`src/rtl/serial_adder_pkg.sv`:
```
// Shared definitions for the bit-serial adder: FSM state encoding and width limit.
package serial_adder_pkg;

  // Largest operand width the serial adder is characterised for.
  localparam int unsigned SA_MAX_WIDTH = 32;

  // FSM encoding; the unused code 2'b11 recovers to S_IDLE on the next edge.
  typedef enum logic [1:0] {
    S_IDLE = 2'b00,
    S_ADD  = 2'b01,
    S_DONE = 2'b10
  } state_e;

endpackage

```
`src/rtl/serial_adder_full_adder_bit.sv`:
```
// Full-adder bit slice built from two half-adder cells plus an OR.
//   half_add      : a, b -> sum = a^b, cout = a&b
//   full_adder_bit: a, b, cin -> sum = a^b^cin, cout = majority(a, b, cin)
// Purely combinational.

module half_add (
  input  logic a,
  input  logic b,
  output logic sum,
  output logic cout
);

  assign sum  = a ^ b;
  assign cout = a & b;

endmodule

module full_adder_bit (
  input  logic a,
  input  logic b,
  input  logic cin,
  output logic sum,
  output logic cout
);

  logic s0;
  logic c0;
  logic c1;

  half_add u_ha0 (
    .a    (a),
    .b    (b),
    .sum  (s0),
    .cout (c0)
  );

  half_add u_ha1 (
    .a    (s0),
    .b    (cin),
    .sum  (sum),
    .cout (c1)
  );

  // The two half-adder carries are never both set, so OR yields the majority.
  assign cout = c0 | c1;

endmodule

```
`src/rtl/serial_adder.sv`:
```
// Bit-serial WIDTH-bit adder, one result bit per clock, LSB first.
// Ports:
//   clk   : clock, rising edge
//   rst   : synchronous reset, active-high
//   start : request, sampled only in IDLE; captures a, b, cin
//   a, b  : WIDTH-bit operands
//   cin   : carry-in
//   busy  : high while in ADD or DONE
//   done  : one-cycle pulse; sum/cout valid in that cycle
//   sum   : registered result, held until the next completion
//   cout  : registered carry-out, held until the next completion
// WIDTH legal range is 2..SA_MAX_WIDTH.

module serial_adder
  import serial_adder_pkg::*;
#(
  parameter int unsigned WIDTH = 8
) (
  input  logic             clk,
  input  logic             rst,
  input  logic             start,
  input  logic [WIDTH-1:0] a,
  input  logic [WIDTH-1:0] b,
  input  logic             cin,
  output logic             busy,
  output logic             done,
  output logic [WIDTH-1:0] sum,
  output logic             cout
);

  localparam int unsigned CW = $clog2(WIDTH);

  state_e           state;
  state_e           next_state;

  logic [WIDTH-1:0] sh_a;
  logic [WIDTH-1:0] sh_b;
  // Only the upper WIDTH-1 partial bits need storing; the new bit completes the word.
  logic [WIDTH-2:0] sh_s;
  logic             carry;
  logic [CW-1:0]    cnt;

  logic             s_c;
  logic             c_c;
  logic             last_bit_c;
  logic [WIDTH-1:0] sum_next_c;
  logic             busy_c;
  logic             done_c;

  full_adder_bit u_fab (
    .a    (sh_a[0]),
    .b    (sh_b[0]),
    .cin  (carry),
    .sum  (s_c),
    .cout (c_c)
  );

  assign last_bit_c = (state == S_ADD) && (cnt == CW'(WIDTH - 1));
  assign sum_next_c = {s_c, sh_s};

  // State register.
  always_ff @(posedge clk) begin
    if (rst) begin
      state <= S_IDLE;
    end else begin
      state <= next_state;
    end
  end

  // Next-state logic.
  always_comb begin
    next_state = state;
    case (state)
      S_IDLE:  if (start) next_state = S_ADD;
      S_ADD:   if (last_bit_c) next_state = S_DONE;
      S_DONE:  next_state = S_IDLE;
      default: next_state = S_IDLE;
    endcase
  end

  // Output decode from the upcoming state, so the registered flags track the state.
  always_comb begin
    busy_c = 1'b0;
    done_c = 1'b0;
    case (next_state)
      S_ADD:  busy_c = 1'b1;
      S_DONE: begin
        busy_c = 1'b1;
        done_c = 1'b1;
      end
      default: ;
    endcase
  end

  // Status output registers.
  always_ff @(posedge clk) begin
    if (rst) begin
      busy <= 1'b0;
      done <= 1'b0;
    end else begin
      busy <= busy_c;
      done <= done_c;
    end
  end

  // Operand/sum shift registers, carry flop, bit counter and result registers.
  always_ff @(posedge clk) begin
    if (rst) begin
      sh_a  <= '0;
      sh_b  <= '0;
      sh_s  <= '0;
      carry <= 1'b0;
      cnt   <= '0;
      sum   <= '0;
      cout  <= 1'b0;
    end else begin
      case (state)
        S_IDLE: begin
          if (start) begin
            sh_a  <= a;
            sh_b  <= b;
            carry <= cin;
            sh_s  <= '0;
            cnt   <= '0;
          end
        end
        S_ADD: begin
          sh_a  <= {1'b0, sh_a[WIDTH-1:1]};
          sh_b  <= {1'b0, sh_b[WIDTH-1:1]};
          sh_s  <= sum_next_c[WIDTH-1:1];
          carry <= c_c;
          if (last_bit_c) begin
            cnt  <= '0;
            sum  <= sum_next_c;
            cout <= c_c;
          end else begin
            cnt <= cnt + CW'(1);
          end
        end
        default: ;
      endcase
    end
  end

endmodule

```
`config.mk`:
```
export PLATFORM = sky130hd
export DESIGN_NAME = serial_adder
export DESIGN_NICKNAME = d
export VERILOG_FILES = /design/src/rtl/serial_adder_pkg.sv /design/src/rtl/serial_adder_full_adder_bit.sv /design/src/rtl/serial_adder.sv
export SDC_FILE = /design/constraint.sdc
export NUM_CORES = 1
export LEC_CHECK = 0
export ABC_AREA = 1
export CORE_UTILIZATION = 51
export CTS_BUF_LIST = sky130_fd_sc_hd__clkbuf_16
export DETAILED_ROUTE_END_ITERATION = 16
export GPL_TIMING_DRIVEN = 1
export MAX_ROUTING_LAYER = met4
export PLACE_DENSITY = 0.78
export REMOVE_ABC_BUFFERS = 1
export SLEW_MARGIN = 20
export SYNTH_ARGS = -nofsm -noshare
export SYNTH_HDL_FRONTEND = slang
export SYNTH_SLANG_ARGS = --single-unit
export TNS_END_PERCENT = 50
```
`constraint.sdc`:
```
create_clock -name clk -period 1.65 [get_ports clk]
set_input_delay 0.4125 -clock clk [delete_from_list [all_inputs] [get_ports clk]]
set_output_delay 0.4125 -clock clk [all_outputs]
set_load 0.02 [all_outputs]
```
==> impl_metrics.ini, run 1 <==
[worst_setup_path]
rr_worst_depth = 8
cp.required_ns = 1.24
crit_end = sum[7]
worst-path-buf-inv = 1
worstSetupStartpointType = flop
cp_slowest_cell = clkdlybuf4s50_1
cp_data_arrival_time_ns = 1.19
cp_max_fo = 2
cp-startpoint = sum[7]
slowest_delay_ns = 0.60
path_cells = clkdlybuf4s50_1
r2r-start = cnt[0]
worstSetupPathType = flop to primary output
crit_family = buffers and inverters
rrSetupSlack_ns = 0.15
crit_cells = 1
r2r-end = busy
end_kind = primary output

[timing]
rsz0062_at_grt = no
fin_skew_ns = 0.00281
final_hold_viol_count = 0
setup_slack_ns = 0.0432
setup_viol = 0
fin_crit_ns = 1.61
finalCritPeriodShare_pct = 97.4
slew_headroom_pct = 81.6
final_max_slew_viol_count = 0
fmax_mhz = 622
tightest_slew_ns = 0.275

[floorplanning]
die_y_um = 59.8
rows = 20
ios = 31
die-area_um2 = 3580
start_util_pct = 55.0
die_w_um = 59.8
coreArea_um2 = 3100

[drt]
drc = 0
num_vias = 1486
via_per_inst = 4.72
drtIter0Drc = 97
dr.pass1.iters = 4
wl_um = 3370
avgRoutedWirePerCell_um = 10.7
detail-route-antenna-nets = 0

[final_layout]
area_growth_pct = 29.0
antenna_cells = 0
nets = 295
drive_gt1_share_pct = 9.59

[clocking]
htree_levels = 2
cts_buffers = 5
cts-root-buf = clkbuf_16
cts_tree = built
numClockSinks = 40
clk_pin_slew_ns = 0.05
ctsLongestPathBuffers = 2
cts_setup_buffers = 0
insertion_delay_ns = 0.27

[grt]
grt_max_degree = 17
grt_pass1_wl_um = 5710
antenna_found_initial = 0
grt_usage_pct = 22.1
overflow = 0
first_global_vias = 1324

[power_and_ir_drop]
p_seq_share_pct = 47.6
ir_drop_mv = 0.750
power_switching_mw = 0.506
p_leak_nw = 1.06
clock_power_share_pct = 40.0
switching_share_pct = 23.2
powerDensity_nw_per_um2 = 992
p_int_mw = 1.68
power_mw = 2.18
comb_power_share_pct = 12.4

[hold_path]
hold_class = flop to flop
hold-path-cell-count = 2

[synthesis]
ys_seq_area_share_pct = 46.9
synth.distinct_cells = 22
yosysWarnings = 0
synth_area_um2 = 1710
netlist_instances = 234
synth_top_area_share_pct = 46.9
yosysTopAreaCell = dfxtp_1
ys_seq_elements = 40
avgSynthCellArea_um2 = 7.29
synth_area_leaders = dfxtp_1, nand2_1, nor2_1

[placement]
gp_congestion = 0.761
numPortBuffers = 30
place_ws_ns = -0.0876
dp_hpwl_um = 2340

[job]
cap_viol_max_count = 0

[status]
status = completed
==> layout make-up <==
| type | instances | area [µm²] |
|---|---|---|
| inverter | 14 | 52.6 |
| timing repair buffer | 40 | 388 |
| tap | 44 | 55.1 |
| clock buffer | 5 | 125 |
| fill | 271 | 901 |
| clock inverter | 2 | 7.51 |
| sequential | 40 | 801 |
| multi-input combinational | 170 | 773 |
==> how the worst min path moves through the flow <==
stage               to  slack (ns)    start
2_1_floorplan  sh_s[0]        0.44  sh_s[0]
3_3_place_gp   sh_s[0]        0.45  sh_s[0]
3_5_place_dp    sum[2]        0.45  sh_s[2]
4_1_cts        sh_s[0]        0.46  sh_s[0]
5_1_grt         sum[3]        0.48  sh_s[3]
6_report        sum[2]        0.46  sh_s[2]
==> routing by layer <==
layer	global-route usage [%]	part of all wire [%]	vias to the layer above
met2	35.2	49	33
li1	-	-	801
met1	26.7	47	648
met5	-	0	-
met4	5.65	0.65	0
met3	7.36	3.8	4
==> power by group through the flow <==
stage	combinational (mW)	clock (mW)	sequential (mW)
after global routing	0.309	0.949	1.04
after global placement	0.266	0	1.06
after detailed placement	0.271	0	1.06
final	0.272	0.873	1.04
after CTS	0.273	0.891	1.04
after floorplan	0.151	0	1.06
==> stage by stage <==
step	instance area, µm²	hold slack, ns	util [%]	std cells	setup TNS (ns)
2_1_floorplan	1630	0.435	-	224	0
4_1_cts	2190	0.464	70.6	315	0
3_3_place_gp	2060	0.454	66.3	308	-0.0994
3_5_place_dp	2060	0.455	66.3	308	-0.130
5_1_grt	2200	0.484	71.0	315	0
6_report	2200	0.462	71.0	315	0
==> state kept, by name, indices dropped and copies added (netlist names) <==
register	count
sh_a	8
sh_b	8
sum	8
sh_s	7
cnt	3
state	2
busy	1
carry	1
cout	1
done	1
==> what timing repair did <==
item / in CTS / in global routing
hold buffers: 0 / 0
endpoints found under the hold margin: 0 / 0
resized for setup: 0 / 5
setup endpoints to repair: 0 / 5
==> kinds of logic after synthesis <==
kind of cell,Yosys count,synth area share [%]
compound gates,30,9.02
fa+ha+maj,4,3.37
buf+inv,24,7.77
flops,40,46.9
simple gates,136,32.9
==> cells in the final DEF (no fill, tap or decap), drive strengths merged <==
| cell type | n |
|---|---|
| nor2 | 43 |
| dlymetal6s2s | 5 |
| dfxtp | 40 |
| or2 | 1 |
| fa | 1 |
| buf | 10 |
| nand2 | 83 |
| inv | 14 |
| o21ai | 19 |
| clkbuf | 5 |
| nand3 | 9 |
| clkinv | 2 |
| a21oi | 11 |
| ha | 3 |
| clkdlybuf4s50 | 25 |
==> synthesized netlist by cell type (all sizes together) <==
master	instances
fa	1
or2	1
a21oi	11
clkbuf	3
o21ai	19
buf	7
ha	3
nand2	83
inv	14
dfxtp	40
nor2	43
nand3	9
(Power assumes the default switching activity.)
==> run 2: changes to the inputs <==
--- a/config.mk
+++ b/config.mk
@@ -6,12 +6,14 @@
 export NUM_CORES = 1
 export LEC_CHECK = 0
 export ABC_AREA = 1
-export CORE_UTILIZATION = 51
+export ABC_CLOCK_PERIOD_IN_PS = 1650
+export CORE_UTILIZATION = 50
 export CTS_BUF_LIST = sky130_fd_sc_hd__clkbuf_16
+export CTS_CLUSTER_DIAMETER = 40
 export DETAILED_ROUTE_END_ITERATION = 16
 export GPL_TIMING_DRIVEN = 1
 export MAX_ROUTING_LAYER = met4
-export PLACE_DENSITY = 0.78
+export PLACE_DENSITY = 0.77
 export REMOVE_ABC_BUFFERS = 1
 export SLEW_MARGIN = 20
 export SYNTH_ARGS = -nofsm -noshare
==> run 2 against run 1 <==
Effect of this change: sequential share of layout area down 0.47 points; highest routed layer unchanged; first-iteration DRC count up 3.1%; largest power group unchanged; sequential power about the same; die area up 1.9%; critical path type unchanged; routed wire length down 0.36%.
==> impl_metrics.ini, run 2 (same netlist as run 1, synthesis figures left out) <==
[job]
cap_viol_max_count = 0

[clocking]
numClockSinks = 40
ctsLongestPathBuffers = 2
htree_levels = 2
cts_tree = built
cts_buffers = 5
cts-root-buf = clkbuf_16
insertion_delay_ns = 0.28
cts_setup_buffers = 0
clk_pin_slew_ns = 0.05
postCtsHoldBufs = 0

[worst_setup_path]
end_kind = primary output
path_cells = clkdlybuf4s50_1
crit_family = buffers and inverters
cp.required_ns = 1.24
slowest_delay_ns = 0.60
cp_max_fo = 2
worst-path-buf-inv = 1
cp_data_arrival_time_ns = 1.21
worstSetupStartpointType = flop
worstSetupPathType = flop to primary output
cp_slowest_cell = clkdlybuf4s50_1

[drt]
num_vias = 1511
avgRoutedWirePerCell_um = 10.6
wl_um = 3350
detail-route-antenna-nets = 0
dr.pass1.iters = 4
via_per_inst = 4.78
drc = 0
drtIter0Drc = 100

[final_layout]
seqCellArea_um2 = 801
num-fill-cells = 270
area_growth_pct = 30.7
final_cell_mix = nand2_1, nor2_1, dfxtp_1
antenna_cells = 0
drive_gt1_share_pct = 9.56
multiInputGateArea_um2 = 778
nets = 295
final_common_cell = nand2_1
reg.largest.list = sh_a (8), sh_b (8), sum (8)

[grt]
antenna_found_initial = 0
grt_max_degree = 16
grt_pass1_wl_um = 5760
grt_usage_pct = 22.1
overflow = 0
first_global_vias = 1402

[placement]
place_ws_ns = -0.116
gp_congestion = 0.752
dp_hpwl_um = 2350
numPortBuffers = 30

[floorplanning]
coreArea_um2 = 3150
die-area_um2 = 3650
die_y_um = 60.4
die_w_um = 60.4
ios = 31
start_util_pct = 54.1
rows = 20

[timing]
final_max_slew_viol_count = 0
finalCritPeriodShare_pct = 98.2
setup_slack_ns = 0.0295
fin_crit_ns = 1.62
final_hold_viol_count = 0
slew_headroom_pct = 81.6
setup_viol = 0
fmax_mhz = 617
fin_skew_ns = 0.00287
tightest_slew_ns = 0.276

[power_and_ir_drop]
powerDensity_nw_per_um2 = 990
power_mw = 2.21
p_leak_nw = 1.13
ir_drop_mv = 0.617

[hold_path]
hold_class = flop to flop

[status]
status = completed
[run 2: cell types whose count changed in the layout (fill, tap and decap cells not counted), sizes merged]
cell           before  now
clkdlybuf4s50      25   22
inv                14   16
clkinv              2    1
dlymetal6s2s        5    8
[run 2: path summary, 6_finish.rpt]
path / from / end / slack (ns) / depth (start not counted)
worst min-delay path: sh_s[6] / sum[6] / 0.46 / 2
worst min register to register: sh_s[6] / sum[6] / 0.46 / 2
worst max register to register: cnt[0] / busy / 0.15 / 8
worst max-delay path: sum[4] / sum[4] / 0.03 / 1
[run 2: timing repair]
action | in CTS | in global routing
resized for setup | 0 | 9
hold endpoints to repair | 0 | 0
setup endpoints to repair | 0 | 9
[run 2: layout make-up]
cell class,count,area share [%]
sequential,40,35.9
timing repair buffer,40,18.3
clock buffer,5,5.61
tap,44,2.47
clock inverter,3,0.505
multi-input combinational,170,34.9
inverter,14,2.36
[run 2: stage by stage]
step	instance area (µm²)	setup TNS [ns]	instances	util [%]	hold slack, ns
3_3_place_gp	2070	-0.101	308	65.6	0.452
4_1_cts	2210	0	316	70.0	0.463
2_1_floorplan	1630	0	224	-	0.435
5_1_grt	2230	-0.0186	316	70.8	0.476
3_5_place_dp	2070	-0.180	308	65.6	0.454
6_report	2230	0	316	70.8	0.465
[run 2: power breakdown]
group	switching, mW	internal (mW)	total (mW)
Sequential	0.0253	1.01	1.04
Combinational	0.147	0.131	0.278
Clock	0.349	0.543	0.892
[run 2: layer usage]
| metal | vias to the layer above | GRT usage (%) | wire length [µm] |
|---|---|---|---|
| met2 | 28 | 36.1 | 1590 |
| met5 | - | - | 0 |
| li1 | 798 | - | - |
| met4 | 0 | 9.74 | 59 |
| met1 | 679 | 25.8 | 1580 |
| met3 | 6 | 5.12 | 124 |
[run 2: tightest hold or removal path, delay by kind of cell (launching register included)]
| kind | cells | cell delay, ns |
|---|---|---|
| flip-flops | 1 | 0.32 |
| AND/OR/NAND/NOR | 2 | 0.10 |
==> run 3: changes to the inputs <==
--- a/config.mk
+++ b/config.mk
@@ -19,4 +19,3 @@
 export SYNTH_ARGS = -nofsm -noshare
 export SYNTH_HDL_FRONTEND = slang
 export SYNTH_SLANG_ARGS = --single-unit
-export TNS_END_PERCENT = 50
==> results of run 3 <==
No change in the layout: final DEF, timing and power equal those of run 2.
==> variant: new RTL, settings of run 1 <==
Re-encode `state_e` (3 states) as one-hot, 3 bits wide.
--- a/src/rtl/serial_adder_pkg.sv
+++ b/src/rtl/serial_adder_pkg.sv
@@ -5,10 +5,10 @@
   localparam int unsigned SA_MAX_WIDTH = 32;
 
   // FSM encoding; the unused code 2'b11 recovers to S_IDLE on the next edge.
-  typedef enum logic [1:0] {
-    S_IDLE = 2'b00,
-    S_ADD  = 2'b01,
-    S_DONE = 2'b10
+  typedef enum logic [2:0] {
+    S_IDLE = 3'b001,
+    S_ADD  = 3'b010,
+    S_DONE = 3'b100
   } state_e;
 
 endpackage
Formal check against the unedited RTL: same outputs for any inputs over 10 cycles, from zero or initial values and one cycle with rst high; not proved beyond that.
==> variant against run 1 <==
- sequential cell count increased by 1
- synthesized area increased by 3.4%
- critical path depth unchanged
- wire length increased by 11%
- sequential share of layout area decreased by 0.73 points
- total power increased by 9.7%
- design area increased by 4.6%
- worst hold slack improved by 0.0014 ns
- via count increased by 5.9%
- setup slack got worse by 0.0054 ns
- largest power group unchanged
- register-to-register slack improved by 0.09 ns
==> variant: results (changes against run 1) <==
drt initial violations 56 (-42%); htree depth 2 (unchanged); final layout net count 288 (-2.4%); Hold Path Class flip-flop to flip-flop; ys flop type dfxtp_1; vias 1573 (+5.9%); WL per Instance 12.1 um (+13%); crit-path max cell delay 0.60 ns (about the same); hold endpoint sum[1]; crit-path leading delay family buffers and inverters; Crit-path slowest cell clkdlybuf4s50_1; Yosys cell types 24 (+9.1%); Seq/Total Area, Yosys 46.5% (-0.43 points); largest net degree at the start of global routing 18 (+1); LEAKAGE 1.09 nW (+2.6%); biggest registers after layout sh_a x8, sh_b x8, sum x8; Worst-path clk slew around 0.06 ns; top cells by count, synth 41 x dfxtp_1, 39 x nand2_1, 37 x nand3_1, 31 x nor2_1, 23 x inv_1; vias in the first global route 1430 (+8.0%); Hold Path Depth 2 (unchanged); Place WS 0.0749 ns (+0.162 ns); Area contributors post-synth dfxtp_1 46%, nand3_1 10%, nand2_1 8.3%; worst r2r dst sh_s[3]; status finished, final reports clean; R2R depth 6 (-2); first-pass GRT wire length 6280 um (+10%); clk_lat worst skew around 0.28 ns; Worst VDD drop 0.696 mV (-7.2%); Final HPWL DP 2430 um (+4.0%); Clock Path Buffers 2 (unchanged); share of cells above drive strength 1 9.02% (-0.57 points); cts bufs inserted 5 (unchanged); asr flop ratio synth 0% (unchanged); CP arrival between 1 and 1.5 ns; Root Buffer clkbuf_16; CP startpoint sum[7]; initial antenna violation count 0 (unchanged); hold_sp sh_s[1]; Slew headroom 84.3% (+2.7 points); Yosys warnings 0 (unchanged); # port buffers 30 (unchanged); first drt pass iteration count 4 (unchanged); final RePlAce weighted congestion 0.798 (+5.0%); ant diodes 0 (unchanged); Reg2Reg Launch Point state[2]; R2R Setup Slk 0.24 ns (+0.09 ns); GRT Overall Usage 24.3% (+2.2 points); Fillers 288 (+6.3%); Final Skew 0.00406 ns (+0.00125 ns)
==> variant: stage by stage <==
| step | util (%) | instance area [um2] | std cells | hold slack, ns | power [W] |
|---|---|---|---|---|---|
| 3_5_place_dp | 66.8 | 2120 | 302 | 0.449 | 0.00135 |
| 3_3_place_gp | 66.8 | 2120 | 302 | 0.449 | 0.00135 |
| 5_1_grt | 72.5 | 2300 | 310 | 0.483 | 0.00249 |
| 2_1_floorplan | - | 1700 | 220 | 0.439 | 0.00123 |
| 6_report | 72.5 | 2300 | 310 | 0.464 | 0.00240 |
| 4_1_cts | 71.9 | 2290 | 310 | 0.466 | 0.00241 |
==> variant: report_power, final <==
group | leakage [nW] | internal, W | switching (W)
combinational | 0.671 | 0.000127 | 0.000146
clock | 0.0826 | 0.000702 | 0.000360
sequential | 0.335 | 0.00104 | 0.0000245
total | 1.09 | 0.00187 | 0.000530
==> variant: kinds of logic after synthesis <==
family          count (synthesis)  synth area share, %
fa+ha+maj                       3                 2.55
buf+inv                        37                 9.85
compound gates                 17                 4.82
flops                          41                 46.5
simple gates                  132                 36.3
==> variant: worst max path at each step <==
stage               depth (start not counted)  endpoint  slack (ns)
global route                                1    sum[7]       0.004
detailed placement                          7   sh_a[4]        0.07
CTS                                         1      cout        0.01
floorplan                                   5    sum[1]        0.32
global placement                            7   sh_a[0]        0.09
finish                                      1    sum[7]        0.04
==> variant: area by class of cell <==
type,count,share of cell area (%)
repair buffers,38,16.9
multi-input cells,152,33.5
inverters,27,4.51
flip-flops and latches,41,35.6
well taps,44,2.39
clock buffers,5,5.43
clock inverters,3,1.63
==> variant: layer usage <==
layer	vias to the layer above	routed length (um)	track usage, %	part of all wire, %
met4	0	71	9.74	1.9
met1	709	1720	29.7	46
li1	811	-	-	-
met2	44	1770	37.7	47
met5	-	0	-	0
met3	9	189	6.82	5.0
==> variant: what timing repair did <==
item | 4_1_cts | 5_1_grt
hold buffers | 0 | 0
resized for setup | 0 | 7
setup buffers | 0 | 0
endpoints found under the setup margin | 0 | 7
